==> src/rtl/fact_driver_if.sv <==
// Host command/response channel plus the raw Go/N/Out/Done/Error wires of the factorial unit.
// master: host + accelerator side; slave: fact_driver.
interface fact_driver_if;
  logic        cmd_valid;
  logic        cmd_ready;
  logic [3:0]  cmd_n;
  logic        rsp_valid;
  logic        rsp_ready;
  logic [31:0] rsp_data;
  logic [3:0]  rsp_n;
  logic        rsp_err;
  logic        rsp_tmo;
  logic        fu_go;
  logic [3:0]  fu_n;
  logic [31:0] fu_out;
  logic        fu_done;
  logic        fu_error;

  modport master (
    output cmd_valid, cmd_n, rsp_ready, fu_out, fu_done, fu_error,
    input  cmd_ready, rsp_valid, rsp_data, rsp_n, rsp_err, rsp_tmo, fu_go, fu_n
  );

  modport slave (
    input  cmd_valid, cmd_n, rsp_ready, fu_out, fu_done, fu_error,
    output cmd_ready, rsp_valid, rsp_data, rsp_n, rsp_err, rsp_tmo, fu_go, fu_n
  );
endinterface

==> src/rtl/fact_driver.sv <==
// Command-side initiator for the factorial unit: one outstanding op, Go pulse, held response.
// Optional abort counter enabled by defining FACT_DRV_TIMEOUT_EN.
module fact_driver #(
  parameter int unsigned TIMEOUT_CYC = 255
) (
  input  logic          clk_i,
  input  logic          reset_ni,
  fact_driver_if.slave  bus,
  output logic          busy_o,
  output logic [2:0]    state_o
);

  typedef enum logic [2:0] {
    S_IDLE  = 3'd0,
    S_ARM   = 3'd1,
    S_ISSUE = 3'd2,
    S_WAIT  = 3'd3,
    S_RESP  = 3'd4
  } state_e;

  state_e      state_q;
  logic        cmd_ready_q;
  logic        fu_go_q;
  logic [3:0]  fu_n_q;
  logic        rsp_valid_q;
  logic [31:0] rsp_data_q;
  logic [3:0]  rsp_n_q;
  logic        rsp_err_q;

`ifdef FACT_DRV_TIMEOUT_EN
  localparam logic [7:0] TMO_LAST = 8'(TIMEOUT_CYC - 1);
  logic [7:0] tmo_cnt_q;
  logic       rsp_tmo_q;
  logic       tmo_hit;
  // Hit on the last counted cycle so RESP lands once TIMEOUT_CYC cycles have elapsed.
  assign tmo_hit = (tmo_cnt_q == TMO_LAST);
`else
  logic unused_tmo_cfg;
  assign unused_tmo_cfg = (TIMEOUT_CYC != 0);
`endif

  always_ff @(posedge clk_i or negedge reset_ni) begin
    if (!reset_ni) begin
      state_q     <= S_IDLE;
      cmd_ready_q <= 1'b0;
      fu_go_q     <= 1'b0;
      fu_n_q      <= '0;
      rsp_valid_q <= 1'b0;
      rsp_data_q  <= '0;
      rsp_n_q     <= '0;
      rsp_err_q   <= 1'b0;
`ifdef FACT_DRV_TIMEOUT_EN
      tmo_cnt_q   <= '0;
      rsp_tmo_q   <= 1'b0;
`endif
    end else begin
      fu_go_q <= 1'b0;
`ifdef FACT_DRV_TIMEOUT_EN
      if (state_q == S_ARM || state_q == S_WAIT) tmo_cnt_q <= tmo_cnt_q + 8'd1;
`endif
      case (state_q)
        S_IDLE: begin
          cmd_ready_q <= 1'b1;
          if (cmd_ready_q && bus.cmd_valid) begin
            fu_n_q      <= bus.cmd_n;
            rsp_n_q     <= bus.cmd_n;
            cmd_ready_q <= 1'b0;
            state_q     <= S_ARM;
`ifdef FACT_DRV_TIMEOUT_EN
            tmo_cnt_q   <= '0;
`endif
          end
        end
        // Hold off Go until the previous op's Done/Error has dropped.
        S_ARM: begin
          if (!bus.fu_done && !bus.fu_error) begin
            fu_go_q <= 1'b1;
            state_q <= S_ISSUE;
          end
`ifdef FACT_DRV_TIMEOUT_EN
          else if (tmo_hit) begin
            rsp_valid_q <= 1'b1;
            rsp_data_q  <= '0;
            rsp_err_q   <= 1'b1;
            rsp_tmo_q   <= 1'b1;
            state_q     <= S_RESP;
          end
`endif
        end
        S_ISSUE: state_q <= S_WAIT;
        S_WAIT: begin
          if (bus.fu_error) begin
            rsp_valid_q <= 1'b1;
            rsp_data_q  <= '0;
            rsp_err_q   <= 1'b1;
`ifdef FACT_DRV_TIMEOUT_EN
            rsp_tmo_q   <= 1'b0;
`endif
            state_q     <= S_RESP;
          end else if (bus.fu_done) begin
            rsp_valid_q <= 1'b1;
            rsp_data_q  <= bus.fu_out;
            rsp_err_q   <= 1'b0;
`ifdef FACT_DRV_TIMEOUT_EN
            rsp_tmo_q   <= 1'b0;
`endif
            state_q     <= S_RESP;
          end
`ifdef FACT_DRV_TIMEOUT_EN
          else if (tmo_hit) begin
            rsp_valid_q <= 1'b1;
            rsp_data_q  <= '0;
            rsp_err_q   <= 1'b1;
            rsp_tmo_q   <= 1'b1;
            state_q     <= S_RESP;
          end
`endif
        end
        S_RESP: begin
          if (bus.rsp_ready) begin
            rsp_valid_q <= 1'b0;
            cmd_ready_q <= 1'b1;
            state_q     <= S_IDLE;
          end
        end
        default: begin
          rsp_valid_q <= 1'b0;
          cmd_ready_q <= 1'b0;
          state_q     <= S_IDLE;
        end
      endcase
    end
  end

  assign bus.cmd_ready = cmd_ready_q;
  assign bus.fu_go     = fu_go_q;
  assign bus.fu_n      = fu_n_q;
  assign bus.rsp_valid = rsp_valid_q;
  assign bus.rsp_data  = rsp_data_q;
  assign bus.rsp_n     = rsp_n_q;
  assign bus.rsp_err   = rsp_err_q;
`ifdef FACT_DRV_TIMEOUT_EN
  assign bus.rsp_tmo   = rsp_tmo_q;
`else
  assign bus.rsp_tmo   = 1'b0;
`endif
  assign busy_o  = (state_q != S_IDLE);
  assign state_o = state_q;

endmodule

==> src/flat_wrapper.sv <==
// flat-port wrapper written by rule: the top's interface ports become plain ports
module fact_driver_flat 
#(
  parameter int unsigned TIMEOUT_CYC = 255
)
  (clk_i, reset_ni, busy_o, state_o, bus_cmd_valid, bus_cmd_n, bus_rsp_ready, bus_fu_out, bus_fu_done, bus_fu_error, bus_cmd_ready, bus_rsp_valid, bus_rsp_data, bus_rsp_n, bus_rsp_err, bus_rsp_tmo, bus_fu_go, bus_fu_n);
  fact_driver_if bus_i ();
  input  logic clk_i;
  input  logic reset_ni;
  output logic busy_o;
  output logic [2:0] state_o;
  input wire logic [$bits(bus_i.cmd_valid)-1:0] bus_cmd_valid;
  input wire logic [$bits(bus_i.cmd_n)-1:0] bus_cmd_n;
  input wire logic [$bits(bus_i.rsp_ready)-1:0] bus_rsp_ready;
  input wire logic [$bits(bus_i.fu_out)-1:0] bus_fu_out;
  input wire logic [$bits(bus_i.fu_done)-1:0] bus_fu_done;
  input wire logic [$bits(bus_i.fu_error)-1:0] bus_fu_error;
  output wire logic [$bits(bus_i.cmd_ready)-1:0] bus_cmd_ready;
  output wire logic [$bits(bus_i.rsp_valid)-1:0] bus_rsp_valid;
  output wire logic [$bits(bus_i.rsp_data)-1:0] bus_rsp_data;
  output wire logic [$bits(bus_i.rsp_n)-1:0] bus_rsp_n;
  output wire logic [$bits(bus_i.rsp_err)-1:0] bus_rsp_err;
  output wire logic [$bits(bus_i.rsp_tmo)-1:0] bus_rsp_tmo;
  output wire logic [$bits(bus_i.fu_go)-1:0] bus_fu_go;
  output wire logic [$bits(bus_i.fu_n)-1:0] bus_fu_n;
  assign bus_i.cmd_valid = bus_cmd_valid;
  assign bus_i.cmd_n = bus_cmd_n;
  assign bus_i.rsp_ready = bus_rsp_ready;
  assign bus_i.fu_out = bus_fu_out;
  assign bus_i.fu_done = bus_fu_done;
  assign bus_i.fu_error = bus_fu_error;
  assign bus_cmd_ready = bus_i.cmd_ready;
  assign bus_rsp_valid = bus_i.rsp_valid;
  assign bus_rsp_data = bus_i.rsp_data;
  assign bus_rsp_n = bus_i.rsp_n;
  assign bus_rsp_err = bus_i.rsp_err;
  assign bus_rsp_tmo = bus_i.rsp_tmo;
  assign bus_fu_go = bus_i.fu_go;
  assign bus_fu_n = bus_i.fu_n;
  fact_driver #(.TIMEOUT_CYC(TIMEOUT_CYC)) u_core (.clk_i(clk_i), .reset_ni(reset_ni), .bus(bus_i), .busy_o(busy_o), .state_o(state_o));
endmodule
==> config.mk <==
export PLATFORM = sky130hd
export DESIGN_NAME = fact_driver_flat
export DESIGN_NICKNAME = d
export VERILOG_FILES = /design/src/rtl/fact_driver_if.sv /design/src/rtl/fact_driver.sv /design/src/flat_wrapper.sv
export SDC_FILE = /design/constraint.sdc
export NUM_CORES = 1
export LEC_CHECK = 0
export CORE_MARGIN = 3
export CORE_UTILIZATION = 41
export CTS_CLUSTER_DIAMETER = 80
export DETAILED_ROUTE_END_ITERATION = 10
export PLACE_DENSITY_LB_ADDON = 0.08
export SETUP_SLACK_MARGIN = 0.4
export SLEW_MARGIN = 10
export SYNTH_ARGS = -nofsm -noshare
export SYNTH_HDL_FRONTEND = slang
export SYNTH_SLANG_ARGS = --single-unit
==> constraint.sdc <==
create_clock -name clk_i -period 2.05 [get_ports clk_i]
set_input_delay 0.615 -clock clk_i [delete_from_list [all_inputs] [get_ports clk_i]]
set_output_delay 0.615 -clock clk_i [all_outputs]
set_load 0.05 [all_outputs]
After elaboration in Yosys (flattened, before gate mapping)
Cells that the tools add are included.
Widths: inputs -> output; s select.
{ "totals": {"regBits": 43, "in_bits": 42, "wordCells": 50} }
{ "classes": {"n_eq_ne": 8, "muxes": 19, "n_bitwise": 2, "n_reduce_logical": 14} }
{ "ops": {"columns": ["op", "count"], "rows": [
  ["$mux 32", 2],
  ["$mux 3", 5],
  ["$pmux 3 s5", 1],
  ["$mux 1", 9],
  ["$eq 3x2->1 const B", 2],
  ["$pmux 1 s3", 2],
  ["$reduce_and 2->1", 3],
  ["$reduce_or 3->1", 2],
  ["$ne 2x1->1 const B", 2],
  ["$reduce_and 4->1", 1],
  ["$eq 3x1->1 const B", 1],
  ["$eq 3x3->1 const B", 1],
  ["$logic_not 3->1", 1],
  ["$ne 3x3->1 const B", 1],
  ["$reduce_and 3->1", 1],
  ["$reduce_bool 3->1", 1],
  ["$logic_and 1x1->1", 2],
  ["$logic_not 1->1", 2],
  ["$ne 2x2->1 const B", 1],
  ["$not 1->1", 2],
  ["$reduce_bool 2->1", 1]
]} }

Longest topological paths before layout
{ "depth": {"word_depth": 4, "depth_mapped": 5, "mapped_depth_nobuf": 3} }

Worst setup path after synthesis
Ideal clock, no wire load.
{ "synth_timing": {"path_type": "register to register", "start": "register u_core.state_q[2], in the netlist u_core.state_o[2]", "end": "register u_core.fu_n_q[0], in the netlist u_core.bus.fu_n[0]", "setup_time_ns": 0.125, "t_arrival_ns": 1.775, "required_ns": 1.925, "path_slack_ns": 0.150, "path_stages_with_launch": 5, "n_path_buf": 1, "period_less_slack_ns": 1.900, "cell_sequence": "dfrtp_1 > buf_6 > or3_4 > nor2_4 > mux2_2"} }
{ "synth_via": {"elab_chain_len": 2} }
{ "synth_rtl": {"columns": ["element", "line_no", "source"], "rows": [
  ["start, declared", "fact_driver.sv:21", "state_e state_q;"],
  ["start signal, assigned", "fact_driver.sv:44", "state_q <= S_IDLE;"],
  ["start signal, assigned", "fact_driver.sv:68", "state_q <= S_ARM;"],
  ["start signal, assigned", "fact_driver.sv:78", "state_q <= S_ISSUE;"],
  ["$logic_not 3->1", "fact_driver.sv:61", "case (state_q)"],
  ["$reduce_and 2->1 (no source line)", null, null],
  ["end signal, assigned", "fact_driver.sv:65", "fu_n_q <= bus.cmd_n;"],
  ["end, declared", "fact_driver.sv:24", "logic [3:0] fu_n_q;"]
]} }
No other way between the ends.
A chain may end at the register's enable or synchronous reset.

Worst setup path after layout
{ "layout_timing": {"start": "register u_core.state_q[2], in the netlist u_core.state_o[2]", "end": "output busy_o"} }
{ "layout_via": {"elab_chain_len": 1} }
{ "layout_rtl": {"columns": ["element", "line_no", "source"], "rows": [
  ["$reduce_bool 3->1", "fact_driver.sv:147", "assign busy_o = (state_q != S_IDLE);"],
  ["end, declared", "flat_wrapper.sv:10", "output logic busy_o;"]
]} }
No other way between the ends.

==> results.json <==
{
  "timing.fmax_mhz": 529,
  "synthTopCellsByArea": "dfrtp_1 55%, mux2_2 17%, nor2b_1 9.6%",
  "critPathKind": "reg2out",
  "cts.clk_slew.worst_paths_ns": 0.07,
  "run_status": "finished clean",
  "portBuffers": 89,
  "end_kind": "output pin",
  "cp.buffers_inverters": 1,
  "ant_nets": 0,
  "yosysSeqAreaShare_pct": 55.0,
  "crit_family": "flip-flops",
  "antenna_found_initial": 0,
  "insertion_delay_ns": 0.29,
  "ys_types": 27,
  "coreArea_um2": 4470,
  "cts_buffers": 5,
  "avgRoutedWirePerCell_um": 15.6,
  "report.final.hold_viol_count": 0,
  "period_minus_slack_ns": 1.89,
  "grt_util_all_layers_pct": 17.4,
  "clk_path_buf_depth": 2,
  "grt_max_degree": 34,
  "met3_usage_pct": 5.87,
  "cp_max_fo": 2,
  "leakagePower_uw": 0.00143,
  "final_util_pct": 67.7,
  "avgViaCountPerCell": 4.85,
  "ir_drop_mv": 0.812,
  "hpwl_um": 3180,
  "root_buffer": "clkbuf_8",
  "grt_pass1_wl_um": 7350,
  "nets": 289,
  "r2r_setup_slack_ns": 0.42,
  "r2r_start": "u_core.state_o[2]",
  "htree_levels": 2,
  "synth_seq_cells": 43,
  "min_period_over_period_pct": 92.2,
  "die_h_um": 75.1,
  "syn_area_per_cell_um2": 13.1,
  "setup_tns_ns": 0,
  "grt_pass1_vias": 1496,
  "use_met2_pct": 29.2,
  "dieArea_um2": 5640,
  "path_cells": "or3_4, buf_8",
  "arrival_ns": 1.28,
  "synth_nets": 192,
  "drive_gt1_share_pct": 44.4,
  "place.gp.congestion": 0.733,
  "power.density_nw_per_um2": 1840,
  "r2r_cells": 6,
  "gr-total-overflow": 0,
  "cp-endpoint": "busy_o",
  "initial_core_util_pct": 43.8,
  "drc_errors": 0,
  "path_depth": 2,
  "fp-row-count": 24,
  "final.setup.worst_slack_ns": 0.159,
  "slowest_delay_ns": 0.41,
  "hold_path_class": "in2async",
  "finalClockSkew_ns": 0.00441,
  "ios": 91,
  "syn_area_um2": 1960,
  "drtIter0Drc": 42,
  "fillers": 351,
  "first_pass_iters": 2,
  "r2r-end": "u_core.bus.rsp_data[4]",
  "vias": 1454,
  "area_growth_pct": 54.7,
  "die_w_um": 75.1,
  "critPathLaunchType": "register",
  "synth_top_area_share_pct": 55.0,
  "rsz0062_at_grt": "yes",
  "dp_slack_ns": -0.0725,
  "n_antenna_cell": 0,
  "syn-instance-count": 150,
  "setup_viol": 0,
  "top_usage_layer": "met2",
  "finalMaxSlewViolations": 0,
  "cp_slowest_cell": "dfrtp_2",
  "synth_warnings": 0,
  "drt_wl_total_um": 4670,
  "cap_viol_max_count": 0,
  "synth_top_area_cell": "dfrtp_1",
  "cp_data_required_time_ns": 1.43,
  "cts_tree": "done",
  "use_met1_pct": 21.7,
  "clkSinkCount": 43,
  "cp-startpoint": "u_core.state_o[2]"
}
[timing repair]
item                                    4_1_cts  5_1_grt
pin swaps                                     2        2
endpoints found under the setup margin       33       36
resized for setup                            12        4
hold buffers                                  0        0
buffers inserted                              7        0
gates cloned                                  3        1
[cell type report]
class / count / area [µm²] / share of cell area (%)
multi-input combinational: 93 / 781 / 25.8
timing repair buffer: 104 / 1000 / 33.1
clock buffer: 8 / 100 / 3.30
tap: 52 / 65.1 / 2.15
sequential: 43 / 1080 / 35.6
[synthesized netlist by cell type]
| master | number |
|---|---|
| buf_4 | 5 |
| mux2_2 | 30 |
| and3_1 | 1 |
| mux2i_1 | 1 |
| nor2_2 | 1 |
| nor2_1 | 4 |
| a211oi_1 | 1 |
| nor3_1 | 1 |
| and2b_1 | 2 |
| xor2_1 | 1 |
| buf_6 | 4 |
| o21ba_2 | 1 |
| buf_2 | 2 |
| dfrtp_1 | 43 |
| nor3_4 | 1 |
| o21ai_0 | 2 |
| mux2_1 | 6 |
| a21o_1 | 1 |
| conb_1 | 1 |
| a22o_1 | 1 |
| nor2_4 | 1 |
| nand2_1 | 4 |
| a221oi_1 | 1 |
| or3_4 | 1 |
| and3b_1 | 1 |
| nor2b_1 | 30 |
| clkbuf_1 | 3 |
[power by group]
part	total [µW]	leakage, µW	internal (µW)	switching [µW]
Clock	582	0.0000515	307	275
Combinational	3520	0.000837	1310	2210
Sequential	1480	0.000541	1250	228
Total	5580	0.00143	2870	2710
[metal layers]
layer / part of all wire, % / routed length [µm]
met5: 0 / 0
met2: 49 / 2280
met3: 9.3 / 432
met4: 0.92 / 43
met1: 41 / 1910
[how the worst min path moves through the flow]
stage,endpoint,start,depth (start not counted)
detailed placement,u_core.bus.rsp_data[17],u_core.bus.rsp_data[17],1
CTS,u_core.bus.rsp_data[10],reset_ni,1
global placement,u_core.bus.rsp_data[29],u_core.bus.rsp_data[29],1
floorplan,u_core.bus.cmd_ready,reset_ni,0
global route,u_core.bus.rsp_data[5],reset_ni,1
finish,u_core.bus.fu_go,reset_ni,1
[state kept, by name, summed over array words and instances (netlist names)]
name	cells
u_core.bus.fu_go	1
u_core.bus.fu_n	4
u_core.bus.rsp_valid	1
u_core.bus.rsp_err	1
u_core.bus.rsp_data	32
u_core.state_o	3
u_core.bus.cmd_ready	1
[cell usage in the layout, fill, tap and decap left out, drive strengths merged, types with 2 or more instances in the layout]
cell and instances:
and2b 2, clkdlybuf4s50 38, dfrtp 43, dlygate4sd2 2
o21ai 2, clkbuf 9, nor2b 30, nor3 2
nor2 6, mux2 36, buf 63, nand2 4
[logic make-up after synthesis]
family                    share of synthesized area (%)
DFF                                                55.0
other                                             0.192
muxes                                              21.2
and+or+nand+nor                                    15.2
xor gates and xnor gates                          0.447
AOI/OAI and AO/OA                                  2.68
buffers and inverters                              5.30
[metrics by stage]
step	instance area (µm²)	power, µW	std cells	hold WS (ns)
after floorplan	1970	3850	150	0.319
after global placement	2730	4660	281	0.475
after detailed placement	2730	4740	281	0.484
after CTS	2990	5580	299	0.274
after global routing	3030	5850	300	0.299
final	3030	5580	300	0.266
[worst register-to-register path: stages, from the launching register on]
cell	delay [ns]
dfrtp_2	0.41
buf_4	0.17
nor3_4	0.27
buf_4	0.16
buf_6	0.10
buf_16	0.10
mux2_2	0.32
No activity file was read; power rests on OpenSTA's default activity.
